===== src/rtl/m_pc_pkg.sv =====
`default_nettype none
// +------------------------------------------------------------------+
// | m_pc_pkg : shared types and constants for the PC / fetch stage   |
// | rev 1.0                                                          |
// +------------------------------------------------------------------+
package m_pc_pkg;

  typedef enum logic [1:0] {
    ST_IDLE  = 2'd0,
    ST_FETCH = 2'd1,
    ST_EXEC  = 2'd2,
    ST_HALT  = 2'd3
  } pc_state_t;

  localparam logic [31:0] PC_INC           = 32'd4;
  localparam logic [31:0] DEFAULT_RESET_PC = 32'h0000_0000;

endpackage : m_pc_pkg
`default_nettype wire


===== src/rtl/m_pc_if.sv =====
`default_nettype none
// +------------------------------------------------------------------+
// | m_pc_if : instruction-memory request/acknowledge bus             |
// | rev 1.0                                                          |
// +------------------------------------------------------------------+
interface m_pc_if;
  import m_pc_pkg::*;

  logic        imem_req;
  logic [31:0] imem_addr;
  logic        imem_ack;

  modport master (
    output imem_req,
    output imem_addr,
    input  imem_ack
  );

  modport slave (
    input  imem_req,
    input  imem_addr,
    output imem_ack
  );

endinterface : m_pc_if
`default_nettype wire


===== src/rtl/m_pc_next.sv =====
`default_nettype none
// +------------------------------------------------------------------+
// | m_pc_next : combinational next-PC selector (JR > J > BEQ > BNE)  |
// | rev 1.0                                                          |
// +------------------------------------------------------------------+
module m_pc_next
  import m_pc_pkg::*;
(
  input  logic [31:0] pc,
  input  logic        eq,
  input  logic [31:0] imm_ext,
  input  logic        br_beq,
  input  logic        br_bne,
  input  logic        jmp,
  input  logic [25:0] jtarget,
  input  logic        jr,
  input  logic [31:0] jr_addr,
  output logic [31:0] pc_plus4,
  output logic [31:0] next_pc,
  output logic        redirect,
  output logic        misaligned
);

  logic [31:0] br_target;
  logic [31:0] j_target;
  logic        br_taken;

  // Branch offset is in words; the shift drops the top two bits so the
  // add wraps modulo 2^32 like the rest of the datapath.
  always_comb begin
    pc_plus4  = pc + PC_INC;
    br_target = pc_plus4 + {imm_ext[29:0], 2'b00};
    j_target  = {pc_plus4[31:28], jtarget, 2'b00};
    br_taken  = (br_beq && eq) || (br_bne && !eq);
  end

  always_comb begin
    next_pc    = pc_plus4;
    redirect   = 1'b0;
    misaligned = 1'b0;
    if (jr) begin
      next_pc    = jr_addr;
      redirect   = 1'b1;
      misaligned = (jr_addr[1:0] != 2'b00);
    end else if (jmp) begin
      next_pc  = j_target;
      redirect = 1'b1;
    end else if (br_taken) begin
      next_pc  = br_target;
      redirect = 1'b1;
    end
  end

endmodule : m_pc_next
`default_nettype wire


===== src/rtl/m_pc_unit.sv =====
`default_nettype none
// +------------------------------------------------------------------+
// | m_pc_unit : PC register, fetch FSM and imem handshake            |
// | rev 1.0                                                          |
// +------------------------------------------------------------------+
module m_pc_unit
  import m_pc_pkg::*;
#(
  parameter logic [31:0] RESET_PC = DEFAULT_RESET_PC
)
(
  input  logic          clk,
  input  logic          rst_n,
  input  logic          eq,
  input  logic [31:0]   imm_ext,
  input  logic          br_beq,
  input  logic          br_bne,
  input  logic          jmp,
  input  logic [25:0]   jtarget,
  input  logic          jr,
  input  logic [31:0]   jr_addr,
  input  logic          stall,
  input  logic          halt,
  m_pc_if.master        imem,
  output logic [31:0]   pc,
  output logic [31:0]   pc_plus4,
  output logic          exec,
  output logic          taken,
  output logic          err
);

  pc_state_t   state;
  logic        req;
  logic [31:0] next_pc;
  logic        redirect;
  logic        misaligned;

  m_pc_next u_next (
    .pc         (pc),
    .eq         (eq),
    .imm_ext    (imm_ext),
    .br_beq     (br_beq),
    .br_bne     (br_bne),
    .jmp        (jmp),
    .jtarget    (jtarget),
    .jr         (jr),
    .jr_addr    (jr_addr),
    .pc_plus4   (pc_plus4),
    .next_pc    (next_pc),
    .redirect   (redirect),
    .misaligned (misaligned)
  );

  assign imem.imem_req  = req;
  assign imem.imem_addr = pc;

  // req/exec are registered alongside the state so they always track it.
  always_ff @(posedge clk or negedge rst_n) begin
    if (!rst_n) begin
      state <= ST_IDLE;
      pc    <= RESET_PC;
      req   <= 1'b0;
      exec  <= 1'b0;
      taken <= 1'b0;
      err   <= 1'b0;
    end else if (state != ST_IDLE && halt) begin
      state <= ST_HALT;
      req   <= 1'b0;
      exec  <= 1'b0;
    end else begin
      case (state)
        ST_IDLE: begin
          state <= ST_FETCH;
          req   <= 1'b1;
          exec  <= 1'b0;
        end
        ST_FETCH: begin
          if (imem.imem_ack) begin
            state <= ST_EXEC;
            req   <= 1'b0;
            exec  <= 1'b1;
          end
        end
        ST_EXEC: begin
          if (!stall) begin
            exec <= 1'b0;
            if (misaligned) begin
              // Bad JR target: keep the PC, flag it and stop fetching.
              err   <= 1'b1;
              state <= ST_HALT;
              req   <= 1'b0;
            end else begin
              pc    <= next_pc;
              taken <= redirect;
              state <= ST_FETCH;
              req   <= 1'b1;
            end
          end
        end
        ST_HALT: begin
          req  <= 1'b0;
          exec <= 1'b0;
        end
        default: begin
          state <= ST_IDLE;
          req   <= 1'b0;
          exec  <= 1'b0;
        end
      endcase
    end
  end

endmodule : m_pc_unit
`default_nettype wire


===== src/flat_wrapper.sv =====
// flat-port wrapper written by rule: the top's interface ports become plain ports
module m_pc_unit_flat import m_pc_pkg::*;
#(
  parameter logic [31:0] RESET_PC = DEFAULT_RESET_PC
)
  (clk, rst_n, eq, imm_ext, br_beq, br_bne, jmp, jtarget, jr, jr_addr, stall, halt, pc, pc_plus4, exec, taken, err, imem_imem_req, imem_imem_addr, imem_imem_ack);
  m_pc_if imem_i ();
  input  logic clk;
  input  logic rst_n;
  input  logic eq;
  input  logic [31:0] imm_ext;
  input  logic br_beq;
  input  logic br_bne;
  input  logic jmp;
  input  logic [25:0] jtarget;
  input  logic jr;
  input  logic [31:0] jr_addr;
  input  logic stall;
  input  logic halt;
  output logic [31:0] pc;
  output logic [31:0] pc_plus4;
  output logic exec;
  output logic taken;
  output logic err;
  output wire logic [$bits(imem_i.imem_req)-1:0] imem_imem_req;
  output wire logic [$bits(imem_i.imem_addr)-1:0] imem_imem_addr;
  input wire logic [$bits(imem_i.imem_ack)-1:0] imem_imem_ack;
  assign imem_imem_req = imem_i.imem_req;
  assign imem_imem_addr = imem_i.imem_addr;
  assign imem_i.imem_ack = imem_imem_ack;
  m_pc_unit #(.RESET_PC(RESET_PC)) u_core (.clk(clk), .rst_n(rst_n), .eq(eq), .imm_ext(imm_ext), .br_beq(br_beq), .br_bne(br_bne), .jmp(jmp), .jtarget(jtarget), .jr(jr), .jr_addr(jr_addr), .stall(stall), .halt(halt), .imem(imem_i), .pc(pc), .pc_plus4(pc_plus4), .exec(exec), .taken(taken), .err(err));
endmodule

===== config.mk =====
export PLATFORM = sky130hd
export DESIGN_NAME = m_pc_unit_flat
export DESIGN_NICKNAME = d
export VERILOG_FILES = /design/src/rtl/m_pc_pkg.sv /design/src/rtl/m_pc_if.sv /design/src/rtl/m_pc_next.sv /design/src/rtl/m_pc_unit.sv /design/src/flat_wrapper.sv
export SDC_FILE = /design/constraint.sdc
export NUM_CORES = 1
export LEC_CHECK = 0
export BUFFER_PORTS_ARGS = -buffer_cell sky130_fd_sc_hd__clkbuf_2
export CAP_MARGIN = 20
export CORE_UTILIZATION = 51
export DETAILED_ROUTE_END_ITERATION = 16
export PLACE_DENSITY = 0.82
export SLEW_MARGIN = 20
export SYNTH_ARGS = -nofsm -noshare
export SYNTH_HDL_FRONTEND = slang
export SYNTH_HIERARCHICAL = 1
export SYNTH_SLANG_ARGS = --single-unit

===== constraint.sdc =====
create_clock -name clk -period 4.8 [get_ports clk]
set_input_delay 0.24 -clock clk [delete_from_list [all_inputs] [get_ports clk]]
set_output_delay 0.24 -clock clk [all_outputs]
set_load 0.02 [all_outputs]

==> results of run 1 <==
through the flow:
stage | power [µW] | cells | instance area (µm²) | hold slack, ns | setup WS (ns)
floorplan | 445 | 625 | 5180 | -0.0556 | 0.499
global placement | 524 | 896 | 5930 | 0.465 | 0.557
detailed placement | 529 | 896 | 5930 | 0.474 | 0.402
CTS | 878 | 904 | 6070 | 0.161 | 0.399
global route | 917 | 904 | 6070 | 0.149 | 0.112
finish | 875 | 904 | 6070 | 0.0938 | 0.352
logic make-up after synthesis:
family,share of synthesized area
AO/OA/AOI/OAI,0.225
buffers and inverters,0.0921
multiplexers,0.111
AND/OR/NAND/NOR,0.197
flip-flops,0.184
XOR/XNOR,0.0872
adder cells (fa/ha/maj),0.103
cells in the final DEF, fill, tap and decap left out, drive strengths merged, types with 3 or more instances in the layout:
| cell | count |
|---|---|
| mux2 | 35 |
| or3 | 5 |
| nand3 | 18 |
| xor2 | 18 |
| clkbuf | 201 |
| buf | 4 |
| o21ai | 39 |
| a32oi | 3 |
| and4 | 4 |
| nor3 | 13 |
| nand2 | 72 |
| nand4 | 14 |
| nor2 | 48 |
| a22oi | 3 |
| and2 | 5 |
| and3 | 11 |
| a21o | 15 |
| a211oi | 9 |
| dfrtp | 38 |
| ha | 41 |
| a222oi | 3 |
| nor4 | 4 |
| o21bai | 5 |
| inv | 14 |
| o211ai | 6 |
| a22o | 4 |
| o22ai | 4 |
| o31ai | 7 |
| a31oi | 8 |
| xnor2 | 31 |
| o21a | 6 |
| a21oi | 41 |
| mux2i | 7 |
| o311ai | 3 |
sequential cells by signal (all words and copies together) (netlist names):
register / cells
u_core/taken: 1
u_core/exec: 1
u_core/err: 1
u_core/imem.imem_req: 1
u_core/imem.imem_addr: 32
u_core/state: 2
where the power goes:
group,internal (µW),switching (µW)
Clock,209,139
Combinational,84.4,123
Sequential,320,0
worst paths after layout:
path / start / to / slack (ns)
min reg2reg: u_core/err / u_core/err / 0.49
min in group clk: jr_addr[3] / u_core/imem.imem_addr[3] / 0.28
max in group asynchronous: rst_n / u_core/imem.imem_addr[26] / 4.11
min: rst_n / u_core/imem.imem_addr[7] / 0.09
max: u_core/imem.imem_addr[4] / u_core/imem.imem_addr[29] / 0.35
max reg2reg: u_core/imem.imem_addr[4] / u_core/imem.imem_addr[29] / 0.35
layer usage:
layer	vias up	part of all wire	wire length (µm)
met5	-	0	0
met4	0	0.019	316
met3	23	0.072	1170
met2	236	0.48	7880
met1	2588	0.43	6940
li1	2543	-	-
worst reg2reg max path, stage by stage (launching register included):
cell and delay, ns:
dfrtp_1 0.50, nand3_1 0.24, or3_4 0.47, or2_1 0.34, xnor2_1 0.41, ha_1 0.39, and2_1 0.23, a221o_1 0.35
nor3_1 0.16, o21ai_1 0.11, and3_1 0.21, or4_1 0.47, nand3_1 0.10, a31oi_1 0.09, mux2_4 0.28
layout make-up:
| class | count | area [µm²] |
|---|---|---|
| repair buffers | 200 | 1010 |
| fillers | 956 | 3750 |
| well taps | 133 | 166 |
| clock inverters | 3 | 68.8 |
| flip-flops and latches | 38 | 951 |
| inverters | 14 | 52.6 |
| multi-input cells | 511 | 3750 |
| clock buffers | 5 | 68.8 |
==> results.yml, run 1 <==
floorplan:
  core.rowCount: 36
  coreArea_mm2: 0.00982
  die_w_um: 103
  start_util: 0.527
  die_area_mm2: 0.0106
  io_pins: 200
  die_h_um: 103
drt:
  drc: 0
  routed_via_density: 5.96
  drt-initial-drc-count: 370
  routed_wirelength_mm: 16.3
  avgRoutedWirePerCell_um: 18.0
  dr_total_vias: 5390
  antenna_left: 0
  dr.pass1.iters: 5
finish:
  syn2layout_area_growth_pct: 17.2
  finalNetCount: 912
  layout-drive-gt1-share: 0.344
  antennaDiodeCount: 0
  final_util: 0.618
place:
  gp_congestion: 0.970
  port_buffers: 197
  hpwl_mm: 12.5
timing:
  fmax_mhz: 225
  worstMarginPinSlew_ns: 1.01
  post-route-period-util: 0.927
  finalClockSkew_ns: 0.00625
  fin_crit_ns: 4.45
  setup_viol: 0
  rsz0062_at_grt: "false"
  fin_tns_setup_ns: 0
  drv_slew: 0
  finalHoldViolCount: 0
  relSlewSlack: 0.330
clock_network:
  cts_tree: "done"
  numCtsBuffers: 5
  cts_buffer_depth: 2
  root_buffer: "clkbuf_8"
  cts_hold_buf: 0
  htreeDepth: 2
  clkSinkCount: 38
  cts.clk_slew.worst_paths_ns: 0.09
  cts.repair.resized: 0
  clk_latency_ns: 0.29
  cts_setup_buffers: 0
pwr:
  leakagePower_uw: 0.00318
  ir_drop_mv: 0.100
  powerDensity_mw_per_mm2: 144
grt:
  grt_util_met1: 0.399
  grt_use_total: 0.309
  grt_max_degree: 50
  grt_overflow: 0
  use_met2: 0.523
  grt_pass1_wl_mm: 25.2
  grt-busiest-layer: "met2"
  met3_usage: 0.0475
  antenna_found_initial: 0
  grt_pass1_vias: 5243
yosys:
  synth_most_common_cell: "nand2_1"
  synth_top_cell_area_share: 0.184
  synth_area_leaders: "dfrtp_1 (18%), ha_1 (9.9%), mux2_4 (8.7%)"
  synth_seq_cells: 38
  avgSynthCellArea_um2: 8.28
  ys_seq_area_frac: 0.184
  async_flop_share: 1.00
  synth-edff-count: 0
  syn_inst: 625
  yosys_warnings: 6
  synth_flop_cell: "dfrtp_1"
  yosysUniqueCellTypes: 73
  syn_nets: 767
  synth_largest_area_cell: "dfrtp_1"
  synth_commonest_cells: "nand2_1 (72), nor2_1 (48), ha_1 (41)"
  syn-cell-area_mm2: 0.00518
setup_path:
  cp-start-kind: "flop"
  crit_chain: "nand3_1 -> or3_4 -> or2_1 -> xnor2_1 -> ha_1 -> and2_1 -> a221o_1 -> nor3_1 -> o21ai_1 -> and3_1 -> or4_1 -> nand3_1 -> a31oi_1 -> mux2_4"
  critPathBufInv: 0
  slowest_stage: "dfrtp_1"
  critical-path-max-stage-delay_ns: 0.50
  reg2reg_depth: 14
  crit_cells: 14
  path_class: "flop to flop"
  worstPathArrival_ns: 4.64
  required_ns: 4.99
  path_common_cell: "nand3_1"
  crit_family: "simple AND/OR/NAND/NOR gates"
  worst_setup_path_end_kind: "flop"
  crit_fanout: 7
hold_path:
  hp-class: "input port to asynchronous set/reset pin"
run:
  cap_violations: 0
run_status:
  status: "finished, final reports clean"
Note: power is estimated with default switching activity, not from simulation.
==> run 2: changes to the inputs <==
--- a/config.mk
+++ b/config.mk
@@ -5,7 +5,7 @@
 export SDC_FILE = /design/constraint.sdc
 export NUM_CORES = 1
 export LEC_CHECK = 0
-export BUFFER_PORTS_ARGS = -buffer_cell sky130_fd_sc_hd__clkbuf_2
+export BUFFER_PORTS_ARGS = -buffer_cell sky130_fd_sc_hd__buf_4
 export CAP_MARGIN = 20
 export CORE_UTILIZATION = 51
 export DETAILED_ROUTE_END_ITERATION = 16
==> run 2 against run 1 <==
Net effect:
- clock skew about the same
- combinational power grew 11%
- final area grew 8.3%
- fmax rose by 1.1%
- clock-buffer cell count did not move
- wire length rose by 2.3%
- first-iteration DRC count decreased by 6.2%
- final cell count rose by 0.11%
- sequential power about the same
- critical path type unchanged
==> results.yml, run 2 (same netlist as run 1, synthesis figures left out) <==
drt:
  top_layer_used: "met4"
  drt-initial-drc-count: 347
  met2_length_mm: 8.07
  routed_via_density: 6.03
  dr_wl_met3_mm: 1.36
  routed_wirelength_mm: 16.7
  dr.pass1.iters: 6
  wl_met1_mm: 6.77
  avgRoutedWirePerCell_um: 18.4
  drc: 0
  dr_total_vias: 5458
  antenna_left: 0
grt:
  grt_use_total: 0.313
  grt_overflow: 0
  grt_max_degree: 50
  antenna_found_initial: 0
  grt_pass1_wl_mm: 25.5
  grt_pass1_vias: 5187
timing:
  finalHoldViolCount: 0
  relSlewSlack: 0.370
  worst_hold_slack_ns: 0.262
  setup_viol: 0
  worstMarginPinSlew_ns: 0.943
  fmax_mhz: 227
  finalClockSkew_ns: 0.00608
  drv_slew: 0
  fin_tns_setup_ns: 0
  rsz0062_at_grt: "false"
  fin_crit_ns: 4.40
  post-route-period-util: 0.917
setup_path:
  required_ns: 5.01
  crit_path_start: "u_core/imem.imem_addr[4]"
  worst_setup_path_end_kind: "flop"
  path_class: "flop to flop"
  crit-reg2reg-launch: "u_core/imem.imem_addr[4]"
  critical-path-max-stage-delay_ns: 0.50
  cp-start-kind: "flop"
  crit_chain: "nand3_1 -> or3_4 -> or2_1 -> xnor2_1 -> ha_1 -> and2_1 -> a221o_1 -> nor3_1 -> o21ai_1 -> and3_1 -> or4_1 -> nand3_1 -> a31oi_1 -> mux2_4"
  worstPathArrival_ns: 4.61
  slowest_stage: "dfrtp_1"
  crit_fanout: 7
  path_common_cell: "nand3_1"
clock_network:
  htreeDepth: 2
  clkSinkCount: 38
  numCtsBuffers: 5
  clk_latency_ns: 0.31
  cts_hold_buf: 1
  cts_buffer_depth: 2
  cts_setup_buffers: 0
  root_buffer: "clkbuf_8"
  cts_tree: "done"
  cts.repair.resized: 0
  cts.clk_slew.worst_paths_ns: 0.09
place:
  dpl.cell_count: 896
  dpl_cell_area_mm2: 0.00642
  port_buffers: 197
  gp_congestion: 0.990
  hpwl_mm: 12.7
pwr:
  finalPower_uw: 902
  powerDensity_mw_per_mm2: 137
  leakagePower_uw: 0.00333
  ir_drop_mv: 0.126
finish:
  largest_register_ffs: 32
  layout-drive-gt1-share: 0.343
  fin_area_mm2: 0.00657
  syn2layout_area_growth_pct: 26.9
  instances_no_fill: 905
  antennaDiodeCount: 0
  final_common_cell: "buf_4"
  finalNetCount: 913
  mostFrequentLayoutCells: "buf_4 (200), nand2_1 (72), nor2_1 (48)"
floorplan:
  die_h_um: 103
  core.rowCount: 36
  coreArea_mm2: 0.00982
  io_pins: 200
  die_area_mm2: 0.0106
  die_w_um: 103
  start_util: 0.527
run_status:
  status: "finished, final reports clean"
hold_path:
  hold_start: "jr_addr[21]"
  hp-class: "input port to flop"
run:
  cap_violations: 0
run 2: layout make-up:
cell class | count | area [µm²]
clock buffer | 5 | 68.8
clock inverter | 3 | 68.8
fill | 834 | 3250
inverter | 14 | 52.6
multi-input combinational | 511 | 3750
sequential | 38 | 951
tap | 133 | 166
timing repair buffer | 201 | 1510
run 2: worst max-delay path, delay by kind of cell, from the launching register on:
kind / cells / cell delay [ns]
adders and majority gates: 1 / 0.38
AOI/OAI and AO/OA: 3 / 0.56
muxes: 1 / 0.28
DFF: 1 / 0.50
and+or+nand+nor: 8 / 2.18
xor gates and xnor gates: 1 / 0.39
run 2: routing by layer:
layer | track usage | up-vias
met5 | 0 | -
met2 | 0.531 | 279
li1 | - | 2551
met4 | 0.129 | 0
met1 | 0.395 | 2588
met3 | 0.0515 | 40
run 2: through the flow:
step,setup slack (ns),util
after floorplan,0.499,-
after global placement,0.563,0.654
after detailed placement,0.456,0.654
after CTS,0.438,0.669
after global routing,0.181,0.669
final,0.400,0.669
run 2: worst paths after layout:
path | to | slack, ns | depth (start not counted)
worst max register to register | u_core/imem.imem_addr[29] | 0.40 | 14
min in group asynchronous | u_core/imem.imem_addr[12] | 0.45 | 2
worst max-delay path | u_core/imem.imem_addr[29] | 0.40 | 14
worst min-delay path | u_core/imem.imem_addr[21] | 0.26 | 4
worst min register to register | u_core/err | 0.48 | 1
max in group asynchronous | u_core/imem.imem_addr[11] | 3.97 | 2
run 2: report_power, final:
group          switching (µW)  internal [µW]  total [µW]  leakage (µW)
logic                     122            107         229       0.00274
registers                   0            320         320      0.000521
clock network             145            209         354     0.0000683
